===== src/rtl/ps2_ctrl_pkg.sv =====
// Shared types and constants for the ps2 command sequencer.
package ps2_ctrl_pkg;

   typedef enum logic [2:0] {
      S_IDLE,
      S_RD_ADDR,
      S_RD_CAP,
      S_TX_WR,
      S_TX_GAP,
      S_TX_POLL,
      S_WAIT_ACK,
      S_DONE
   } state_e;

   localparam logic PS2_REG_DATA   = 1'b0;
   localparam logic PS2_REG_STATUS = 1'b1;

   localparam logic [7:0] PS2_ACK    = 8'hFA;
   localparam logic [7:0] PS2_RESEND = 8'hFE;
   localparam logic [7:0] PS2_ERR    = 8'hFC;

endpackage


===== src/rtl/ps2_ack_timer.sv =====
// Acknowledge timeout counter: cleared, counts while enabled, saturates at 24 bits.
module ps2_ack_timer #(
   parameter int unsigned TIMEOUT_CYCLES = 1000000
) (
   input  logic clk_i,
   input  logic rst_ni,
   input  logic clr_i,
   input  logic en_i,
   output logic expired_o
);

   localparam logic [23:0] LAST = 24'(TIMEOUT_CYCLES - 1);

   logic [23:0] cnt_q;

   always_ff @(posedge clk_i) begin
      if (!rst_ni || clr_i) begin
         cnt_q <= '0;
      end else if (en_i && cnt_q != 24'hFF_FFFF) begin
         cnt_q <= cnt_q + 24'd1;
      end
   end

   assign expired_o = (cnt_q == LAST);

endmodule


===== src/rtl/ps2_cmd_ctrl.sv =====
// Host command sequencer owning the ps2 core CSR port: writes command/argument
// bytes, waits for the device acknowledge with retry, forwards other bytes as scan codes.
module ps2_cmd_ctrl
   import ps2_ctrl_pkg::*;
#(
   parameter logic [3:0]  CSR_ADDR       = 4'h0,
   parameter int unsigned TIMEOUT_CYCLES = 1000000,
   parameter int unsigned MAX_RETRY      = 3
) (
   input  logic        sys_clk,
   input  logic        sys_rst_n,
   input  logic        cmd_valid,
   output logic        cmd_ready,
   input  logic [7:0]  cmd_byte,
   input  logic        cmd_has_arg,
   input  logic [7:0]  cmd_arg,
   output logic        rsp_valid,
   output logic        rsp_err,
   output logic [7:0]  rsp_byte,
   output logic        scan_valid,
   output logic [7:0]  scan_byte,
   output logic        busy,
   output logic [13:0] ps2_csr_a,
   output logic        ps2_csr_we,
   output logic [31:0] ps2_csr_di,
   input  logic [31:0] ps2_csr_do,
   input  logic        ps2_irq
);

   state_e      state_q, state_d;
   logic        rx_pend_q, rx_pend_d;
   logic        ret_wait_q, ret_wait_d;
   logic        phase_q, phase_d;
   logic [7:0]  retry_q, retry_d, retry_inc;
   logic [7:0]  cmd_q, cmd_d, arg_q, arg_d;
   logic        has_arg_q, has_arg_d;
   logic        rsp_err_q, rsp_err_d;
   logic [7:0]  rsp_byte_q, rsp_byte_d;
   logic [7:0]  scan_byte_q, scan_byte_d;
   logic        scan_fire, resend;
   logic [7:0]  resend_byte;
   logic        ready_q, rsp_valid_q, scan_valid_q, busy_q, we_q, sel_q;
   logic [7:0]  di_q;
   logic [7:0]  rx_byte;
   logic        rx_req, expired;

   assign rx_byte   = ps2_csr_do[7:0];
   assign rx_req    = rx_pend_q | ps2_irq;
   assign retry_inc = retry_q + 8'd1;
   // A coinciding interrupt wins over a new command.
   assign cmd_ready = ready_q & ~ps2_irq;

   ps2_ack_timer #(.TIMEOUT_CYCLES(TIMEOUT_CYCLES)) u_timer (
      .clk_i    (sys_clk),
      .rst_ni   (sys_rst_n),
      .clr_i    (state_q == S_TX_POLL),
      .en_i     (state_q == S_WAIT_ACK),
      .expired_o(expired)
   );

   always_comb begin
      state_d     = state_q;
      ret_wait_d  = ret_wait_q;
      phase_d     = phase_q;
      retry_d     = retry_q;
      cmd_d       = cmd_q;
      arg_d       = arg_q;
      has_arg_d   = has_arg_q;
      rsp_err_d   = rsp_err_q;
      rsp_byte_d  = rsp_byte_q;
      scan_byte_d = scan_byte_q;
      scan_fire   = 1'b0;
      resend      = 1'b0;
      resend_byte = PS2_RESEND;
      case (state_q)
         S_IDLE: begin
            if (rx_req) begin
               state_d    = S_RD_ADDR;
               ret_wait_d = 1'b0;
            end else if (cmd_valid && cmd_ready) begin
               cmd_d     = cmd_byte;
               arg_d     = cmd_arg;
               has_arg_d = cmd_has_arg;
               phase_d   = 1'b0;
               retry_d   = '0;
               state_d   = S_TX_WR;
            end
         end
         S_RD_ADDR: state_d = S_RD_CAP;
         S_RD_CAP: begin
            if (!ret_wait_q) begin
               scan_fire   = 1'b1;
               scan_byte_d = rx_byte;
               state_d     = S_IDLE;
            end else begin
               case (rx_byte)
                  PS2_ACK: begin
                     if (!phase_q && has_arg_q) begin
                        phase_d = 1'b1;
                        retry_d = '0;
                        state_d = S_TX_WR;
                     end else begin
                        rsp_err_d  = 1'b0;
                        rsp_byte_d = rx_byte;
                        state_d    = S_DONE;
                     end
                  end
                  PS2_RESEND: resend = 1'b1;
                  PS2_ERR, 8'h00: begin
                     rsp_err_d  = 1'b1;
                     rsp_byte_d = rx_byte;
                     state_d    = S_DONE;
                  end
                  default: begin
                     scan_fire   = 1'b1;
                     scan_byte_d = rx_byte;
                     state_d     = S_WAIT_ACK;
                  end
               endcase
            end
         end
         S_TX_WR:  state_d = S_TX_GAP;
         S_TX_GAP: state_d = S_TX_POLL;
         S_TX_POLL: if (!ps2_csr_do[0]) state_d = S_WAIT_ACK;
         S_WAIT_ACK: begin
            if (rx_req) begin
               state_d    = S_RD_ADDR;
               ret_wait_d = 1'b1;
            end else if (expired) begin
               resend      = 1'b1;
               resend_byte = 8'h00;
            end
         end
         S_DONE:  state_d = S_IDLE;
         default: state_d = S_IDLE;
      endcase
      if (resend) begin
         if (retry_inc <= 8'(MAX_RETRY)) begin
            retry_d = retry_inc;
            state_d = S_TX_WR;
         end else begin
            rsp_err_d  = 1'b1;
            rsp_byte_d = resend_byte;
            state_d    = S_DONE;
         end
      end
      // An interrupt landing on the read entry stays pending for a back-to-back read.
      if (state_d == S_RD_ADDR) rx_pend_d = rx_pend_q & ps2_irq;
      else                      rx_pend_d = rx_pend_q | ps2_irq;
   end

   always_ff @(posedge sys_clk) begin
      if (!sys_rst_n) begin
         state_q      <= S_IDLE;
         rx_pend_q    <= 1'b0;
         ret_wait_q   <= 1'b0;
         phase_q      <= 1'b0;
         retry_q      <= '0;
         cmd_q        <= '0;
         arg_q        <= '0;
         has_arg_q    <= 1'b0;
         rsp_err_q    <= 1'b0;
         rsp_byte_q   <= '0;
         scan_byte_q  <= '0;
         ready_q      <= 1'b0;
         rsp_valid_q  <= 1'b0;
         scan_valid_q <= 1'b0;
         busy_q       <= 1'b0;
         we_q         <= 1'b0;
         sel_q        <= PS2_REG_DATA;
         di_q         <= '0;
      end else begin
         state_q      <= state_d;
         rx_pend_q    <= rx_pend_d;
         ret_wait_q   <= ret_wait_d;
         phase_q      <= phase_d;
         retry_q      <= retry_d;
         cmd_q        <= cmd_d;
         arg_q        <= arg_d;
         has_arg_q    <= has_arg_d;
         rsp_err_q    <= rsp_err_d;
         rsp_byte_q   <= rsp_byte_d;
         scan_byte_q  <= scan_byte_d;
         ready_q      <= (state_d == S_IDLE) && !rx_pend_d;
         rsp_valid_q  <= (state_d == S_DONE);
         scan_valid_q <= scan_fire;
         busy_q       <= (state_d != S_IDLE);
         we_q         <= (state_d == S_TX_WR);
         sel_q        <= (state_d == S_TX_GAP || state_d == S_TX_POLL) ? PS2_REG_STATUS
                                                                       : PS2_REG_DATA;
         if (state_d == S_TX_WR) di_q <= phase_d ? arg_d : cmd_d;
      end
   end

   assign rsp_valid  = rsp_valid_q;
   assign rsp_err    = rsp_err_q;
   assign rsp_byte   = rsp_byte_q;
   assign scan_valid = scan_valid_q;
   assign scan_byte  = scan_byte_q;
   assign busy       = busy_q;
   assign ps2_csr_we = we_q;
   assign ps2_csr_a  = {CSR_ADDR, 9'b0, sel_q};
   assign ps2_csr_di = {24'b0, di_q};

endmodule


===== config.mk =====
export PLATFORM = sky130hd
export DESIGN_NAME = ps2_cmd_ctrl
export DESIGN_NICKNAME = d
export VERILOG_FILES = /design/src/rtl/ps2_ctrl_pkg.sv /design/src/rtl/ps2_ack_timer.sv /design/src/rtl/ps2_cmd_ctrl.sv
export SDC_FILE = /design/constraint.sdc
export NUM_CORES = 1
export LEC_CHECK = 0
export ABC_AREA = 1
export CAP_MARGIN = 20
export CORE_ASPECT_RATIO = 0.75
export CORE_UTILIZATION = 45
export CTS_CLUSTER_DIAMETER = 60
export CTS_CLUSTER_SIZE = 28
export DETAILED_ROUTE_END_ITERATION = 8
export DONT_BUFFER_PORTS = 1
export GPL_TIMING_DRIVEN = 0
export PLACE_DENSITY = 0.69
export SYNTH_ARGS = -nofsm -noshare
export SYNTH_HDL_FRONTEND = slang
export SYNTH_SLANG_ARGS = --single-unit

===== constraint.sdc =====
create_clock -name sys_clk -period 4.2 [get_ports sys_clk]
set_input_delay 1.26 -clock sys_clk [delete_from_list [all_inputs] [get_ports sys_clk]]
set_output_delay 1.26 -clock sys_clk [all_outputs]
set_load 0.005 [all_outputs]

======== Yosys cells after proc, flatten, opt, wreduce, memory -nomap -nowiden ========
Cells that the tools add are included.
word-level totals
  register bits ........................... 86
  bits in latches ......................... 0
  RAM bits ................................ 0
  memory bits (read-only) ................. 0
  input bits .............................. 53
  output and inout bits ................... 68
  word-level logic and storage cells ...... 127
  memories ................................ 0
operators by class
  add/subtract/negate cells ............... 2
  $mul .................................... 0
  div/mod/pow operators ................... 0
  magnitude comparators ................... 1
  equality and inequality tests ........... 20
  shift-type cells ........................ 0
  muxes and demuxes ....................... 60
  bitwise gates (word level) .............. 5
  reduce and logical (&&, ||, !) cells .... 20
operators by type and width
  kind                                                                               number
  8-bit 2-to-1 mux                                                                   24
  8-bit one-hot mux with 2 select lines                                              2
  24-bit by 1-bit adder with 24-bit output (second input constant)                   1
  24-bit by 20-bit == test with 1-bit output (second input constant)                 1
  8-bit == test (second input constant)                                              3
  3-bit 2-to-1 mux                                                                   8
  24-bit != test (second input constant)                                             1
  3-bit one-hot mux with 8 select lines                                              1
  3-bit == test (second input constant)                                              7
  1-bit 2-to-1 mux                                                                   20
  3-bit by 2-bit == test with 1-bit output (second input constant)                   3
  3-bit one-hot mux with 3 select lines                                              1
  8-bit by 1-bit adder with 8-bit output (second input constant)                     1
  8-bit by 2-bit less-or-equal comparator with 1-bit output (second input constant)  1
  8-bit logical NOT                                                                  1
  1-bit one-hot mux with 2 select lines                                              4
  3-bit by 1-bit == test with 1-bit output (second input constant)                   2
  3-bit logical NOT                                                                  2
  2-bit != test (second input constant)                                              3
  3-bit AND reduction                                                                2
  1-bit logical AND                                                                  4
  2-bit AND reduction                                                                2
  4-bit OR reduction                                                                 1
  1-bit logical NOT                                                                  3
  7 further kinds                                                                    10

======== Depth between registers and ports, before layout ========
Gate-level depths: netlist of run 1.
  depth after elaboration ................. 11
  depth in mapped cells ................... 17
  mapped depth without buffers ............ 17

======== Hierarchy ========
A second synthesis of run 1 with hierarchy kept.
unflattened totals
  cells, all modules ...................... 673
  area, all modules ....................... 4589.4 µm²
modules (own cells, without submodules)
  module         times used  cells an instance  area each (µm²)  sequential area each (µm²)
  ps2_cmd_ctrl   1           419                3015.4           1241.2
  ps2_ack_timer  1           254                1574.0           480.5

======== Worst setup path after synthesis of run 1 ========
No wires, ideal clock.
  kind .................................... input -> output
  start ................................... input port ps2_irq
  end ..................................... output port cmd_ready
  arrival ................................. 1.366 ns
  data required time ...................... 2.940 ns
  setup slack ............................. 1.574 ns
  stages on the path ...................... 1
  path buffers ............................ 0
  path through ............................ nor2_1
on the way
  longest elaborated chain between the ends .. 2
RTL lines
  element          line                RTL
  start, declared  ps2_cmd_ctrl.sv:27  input logic ps2_irq
  1-bit inverter   ps2_cmd_ctrl.sv:51  assign cmd_ready = ready_q & ~ps2_irq;
  1-bit AND        ps2_cmd_ctrl.sv:51
  end, declared    ps2_cmd_ctrl.sv:13  output logic cmd_ready,
No other way between the ends.

======== Worst setup path after layout of run 1 ========
Ends and elaborated chain as after synthesis.

==> flow_summary.yaml, run 1 <==
status:
  run_status: "finished, final reports clean"
timing:
  timing.final.crit_period_ns: 2.65
  timing.final.max_slew_violations: 0
  final.setup.tns_ns: 0
  holdWs_ns: 0.471
  rsz0062_at_grt: "no"
  hold_violations: 0
  timing.clock.skew_ns: 0.00816
  report.final.setup_viol: 0
  worst_pin_slew_ns: 0.580
  final_min_period_over_clock_period: 0.631
  max_clock_freq_ghz: 0.378
  maxSlewHeadroom: 0.612
routing:
  num_vias: 4194
  drc: 0
  drt_pass1_iterations: 6
  drt_iter0_drc: 324
  number_of_vias_per_cell_after_detailed_routing: 4.82
  drtAntennaViolNets: 0
  avgRoutedWirePerCell_um: 12.5
  routed_wl_um: 10900
worst_setup_path:
  cp_data_arrival_time_ns: 1.39
  timing.critical_path.max_delay_family: "simple AND/OR/NAND/NOR gates"
  end_kind: "primary output"
  startpoint_type: "input pin"
  worstPathMaxFanout: 3
  cp.buffers_inverters: 0
  cp_slowest_stage_delay_ns: 0.13
  crit_path_start: "ps2_irq"
  crit_path_cell_trace: "nor2_1"
  crit_type: "input pin to primary output"
  regToRegStartpoint: "u_timer.cnt_q[0]"
  worst-endpoint-required_ns: 2.94
  critical-path-slowest-cell: "sky130_fd_sc_hd__nor2_1"
global_routing:
  grt_start_max_net_pins: 16
  antenna_found_initial: 0
  global_route_wire_length_before_repair_um: 18500
  overflow: 0
  global_route.usage.total: 0.215
  first_global_vias: 3925
final_layout:
  final_layout_net_count: 789
  layout.cell_area.non_filler_um2: 5240
  fillerInstances: 993
  layout_cell_share_with_drive_strength_beyond_1: 0.144
  antenna_diodes: 0
  multiInputGateArea_um2: 2340
  flow.area_growth_from_synthesis_pct: 12.8
  ff_latch_area_um2: 1720
  utilization: 0.532
clock_network:
  cts.htree.levels: 3
  clock_tree.buffer_depth: 2
  clk_latency_ns: 0.34
  post-cts-setup-buffer-count: 0
  cts_hold_repair.buffers: 0
  cts_tree: "done"
  clock_transition_time_at_the_flip_flop_clock_pins_of_the_worst_setup_and_hold_paths_ns: 0.06
  ctsRootBufferMaster: "sky130_fd_sc_hd__clkbuf_16"
  clock-sinks: 86
  tritoncts.num_buffers: 9
  post_cts_resize_count: 0
placed_design:
  io_buffers: 0
  finalWeightedCongestion: 0.889
  postPlaceCellArea_um2: 4950
  place_hpwl_um: 8410
min_path:
  worstHoldPathType: "flop to flop"
  hold_start: "retry_q[5]"
synthesis:
  yosys_most_used_dff: "sky130_fd_sc_hd__dfxtp_1"
  area_share_of_the_largest_cell_type_after_synthesis: 0.370
  netlist_area_um2: 4650
  netlist_top_cells_count: "171 x sky130_fd_sc_hd__nand2_1, 86 x sky130_fd_sc_hd__dfxtp_1, 84 x sky130_fd_sc_hd__inv_1"
  synth-async-reset-ratio: 0
  synth_seq_area_share: 0.370
  ys_top_cells_by_area: "sky130_fd_sc_hd__dfxtp_1 37%, sky130_fd_sc_hd__nand2_1 14%, sky130_fd_sc_hd__inv_1 6.8%"
  synth_warnings: 0
  synth.distinct_cells: 40
  synth_top_area_cell: "sky130_fd_sc_hd__dfxtp_1"
  yosys.cell_count.top_type: "sky130_fd_sc_hd__nand2_1"
  postSynthRegisterBits: 86
  synth_edf_count: 0
  netlist_instances: 686
  syn_avg_cell_area_um2: 6.78
job:
  max_cap_violations: 0
die:
  fp-row-count: 31
  die-area_um2: 10700
  fp.dieW_um: 119
  ioPinCount: 121
  chipHeight_um: 90.0
  initial_core_util: 0.472
  core-area_um2: 9850
power_and_ir_drop:
  total_power_mw: 1.90
  cellLeakagePower_nw: 2.32
  power.ir.vdd_worst_v: 0.000224
  cellPowerDensity_nw_per_um2: 362
-- kinds of logic after synthesis --
kind of cell               Yosys count  share of synthesized area
other                                1                   0.000807
AOI/OAI and AO/OA                   82                     0.0926
DFF                                 86                      0.370
buffers and inverters              148                      0.155
adders and majority gates            4                     0.0102
xor gates and xnor gates             7                     0.0132
and+or+nand+nor                    358                      0.358
-- power breakdown --
| group | internal (mW) | switching, mW | total (mW) |
|---|---|---|---|
| sequential | 0.854 | 0.0291 | 0.883 |
| clock | 0.438 | 0.339 | 0.777 |
| combinational | 0.0884 | 0.152 | 0.240 |
| total | 1.38 | 0.520 | 1.90 |
-- layer usage --
layer  part of all wire  wire [um]  GRT usage
met2               0.43       4640      0.332
met3              0.083        903     0.0673
met5                  0          0          0
met4              0.011        125     0.0667
met1               0.48       5210      0.285
-- cell type report --
| cell class | instances | share of cell area |
|---|---|---|
| buffer | 51 | 0.0678 |
| clock buffer | 11 | 0.0482 |
| clock inverter | 5 | 0.00787 |
| inverter | 97 | 0.0699 |
| multi-input combinational | 488 | 0.446 |
| sequential | 86 | 0.328 |
| tap | 132 | 0.0315 |
-- worst paths after layout --
kind,to,slack (ns),depth (start not counted)
worst max register to register,rsp_valid,2.16,10
worst min-delay path,retry_q[5],0.47,2
worst min register to register,retry_q[5],0.47,2
worst max-delay path,cmd_ready,1.55,1
-- per-stage QoR --
step	setup WS, ns	std cells
3_5_place_dp	1.38	854
4_1_cts	1.55	870
6_report	1.55	870
5_1_grt	1.52	870
2_1_floorplan	1.57	722
3_3_place_gp	1.38	854
-- flip-flops by register name, summed over array words and instances, names as in the netlist, 3 cells and up --
register       cells
retry_q            8
arg_q              8
rsp_byte           8
di_q               8
scan_byte          8
cmd_q              8
u_timer.cnt_q     24
state_q            3
-- placed cells by master, fill, tap and decap left out, drive strengths merged, types with 17 or more instances in the layout --
cell and instances:
nand2 182, inv 96, dfxtp 86, nor2 84
buf 45, a21oi 41, o21ai 39, conb 37
nor3 28, nand3 27, nand4 26, clkbuf 17
Power figures use the tool's default switching activity.
==> run 2, diff against run 1 <==
- PLACE_DENSITY: 0.69 -> 0.71
- clock period: 4.2 -> 2.3 ns (I/O delays scaled with it)
==> flow_summary.yaml, run 2 (synthesis results as in run 1) <==
worst_setup_path:
  r2r.worst_path.cells: 10
  end_kind: "flop"
  dominant_cell_type_by_count_on_the_critical_path: "sky130_fd_sc_hd__nand2_1"
  timing.critical_path.max_delay_family: "simple AND/OR/NAND/NOR gates"
  critical-path-slowest-cell: "sky130_fd_sc_hd__dfxtp_1"
  worstPathMaxFanout: 10
  crit_path_start: "u_timer.cnt_q[0]"
  cp.buffers_inverters: 1
  cp_slowest_stage_delay_ns: 0.38
  startpoint_type: "flop"
  regToRegSetupSlack_ns: 0.27
  crit_type: "flop to flop"
  cp_data_arrival_time_ns: 2.29
  worst-endpoint-required_ns: 2.56
  crit_path_cell_trace: "ha_1 > nand3_1 > nor4_1 > nand3_1 > nand2_1 > nand2_1 > buf_6 > nand2_2 > nand2_1 > nor3_1"
  regToRegStartpoint: "u_timer.cnt_q[0]"
  crit-reg2reg-capture: "rsp_valid"
power_and_ir_drop:
  power.ir.vdd_worst_v: 0.000398
  cellPowerDensity_nw_per_um2: 701
  cellLeakagePower_nw: 2.35
routing:
  drc: 0
  drt_pass1_iterations: 5
  num_vias: 4316
  drt_iter0_drc: 356
  avgRoutedWirePerCell_um: 12.6
  drtAntennaViolNets: 0
  routed_wl_um: 11000
  number_of_vias_per_cell_after_detailed_routing: 4.96
timing:
  rsz0062_at_grt: "no"
  max_clock_freq_ghz: 0.491
  maxSlewHeadroom: 0.585
  final_min_period_over_clock_period: 0.885
  timing.clock.skew_ns: 0.00918
  holdWs_ns: 0.452
  final_critical_path_setup_slack_ns: 0.265
  report.final.setup_viol: 0
  timing.final.max_slew_violations: 0
  final.setup.tns_ns: 0
  hold_violations: 0
  worst_pin_slew_ns: 0.622
  timing.final.crit_period_ns: 2.03
final_layout:
  final_cell_mix: "171 x sky130_fd_sc_hd__nand2_1, 86 x sky130_fd_sc_hd__dfxtp_1, 84 x sky130_fd_sc_hd__inv_1"
  number_of_flip_flops_in_the_largest_register: 24
  utilization: 0.537
  most_common_cell_after_layout_fill_and_taps_aside: "sky130_fd_sc_hd__nand2_1"
  most_flops_register: "u_timer.cnt_q"
  final_layout_net_count: 789
  layout_cell_share_with_drive_strength_beyond_1: 0.144
  antenna_diodes: 0
  flow.area_growth_from_synthesis_pct: 13.8
  fillerInstances: 985
placed_design:
  detailedPlace.worstSlack_ns: 0.0584
  io_buffers: 0
  place_hpwl_um: 8510
  finalWeightedCongestion: 0.932
clock_network:
  ctsRootBufferMaster: "sky130_fd_sc_hd__clkbuf_16"
  post-cts-setup-buffer-count: 0
  cts_tree: "done"
  tritoncts.num_buffers: 9
  clock_transition_time_at_the_flip_flop_clock_pins_of_the_worst_setup_and_hold_paths_ns: 0.06
  clk_latency_ns: 0.35
  clock-sinks: 86
  cts_hold_repair.buffers: 0
  post_cts_resize_count: 0
  cts.htree.levels: 3
  clock_tree.buffer_depth: 2
die:
  core-area_um2: 9850
  fp-row-count: 31
  initial_core_util: 0.472
  ioPinCount: 121
  fp.dieW_um: 119
  chipHeight_um: 90.0
  die-area_um2: 10700
global_routing:
  global_route.usage.total: 0.213
  overflow: 0
  first_global_vias: 3861
  global_route_wire_length_before_repair_um: 18300
  grt_start_max_net_pins: 15
  antenna_found_initial: 0
min_path:
  hold-path-cell-count: 2
  worstHoldPathType: "input pin to flop"
  hold_start: "ps2_csr_do[5]"
  holdPathEnd: "scan_byte[5]"
job:
  max_cap_violations: 0
status:
  run_status: "finished, final reports clean"
## run 2: worst max path at each step
stage | endpoint | slack (ns) | depth (start not counted)
finish | rsp_valid | 0.27 | 10
global placement | rsp_valid | 0.08 | 10
CTS | rsp_valid | 0.27 | 10
detailed placement | rsp_valid | 0.06 | 10
global route | u_timer.cnt_q[22] | 0.06 | 8
floorplan | rsp_byte[5] | 0.41 | 11
## run 2: where the power goes
| group | internal [mW] | switching, mW | leakage, nW |
|---|---|---|---|
| sequential | 1.56 | 0.0558 | 0.695 |
| combinational | 0.161 | 0.276 | 1.49 |
| clock | 1.04 | 0.612 | 0.165 |
| total | 2.76 | 0.943 | 2.35 |
## run 2: per-stage QoR
stage                     instances  instance area [um^2]  power (mW)
final                           870                  5290        3.71
after global routing            870                  5290        3.87
after CTS                       870                  5290        3.72
after detailed placement        854                  4950        2.08
after global placement          854                  4950        2.07
after floorplan                 722                  4780        1.99
## run 2: final cells by class
class	instances	area [um^2]	share of cell area
Multi-Input combinational cell	488	2340	0.442
Sequential cell	86	1720	0.325
Inverter	97	367	0.0693
Buffer	51	355	0.0671
Clock buffer	12	267	0.0504
Tap cell	132	165	0.0312
Clock inverter	4	76.3	0.0144
## run 2: layer usage
| layer | share of wire | GRT usage | vias up |
|---|---|---|---|
| met2 | 0.42 | 0.313 | 174 |
| met1 | 0.47 | 0.297 | 1936 |
| li1 | - | - | 2197 |
| met4 | 0.010 | 0.0563 | 0 |
| met5 | 0 | 0 | - |
| met3 | 0.10 | 0.0711 | 9 |
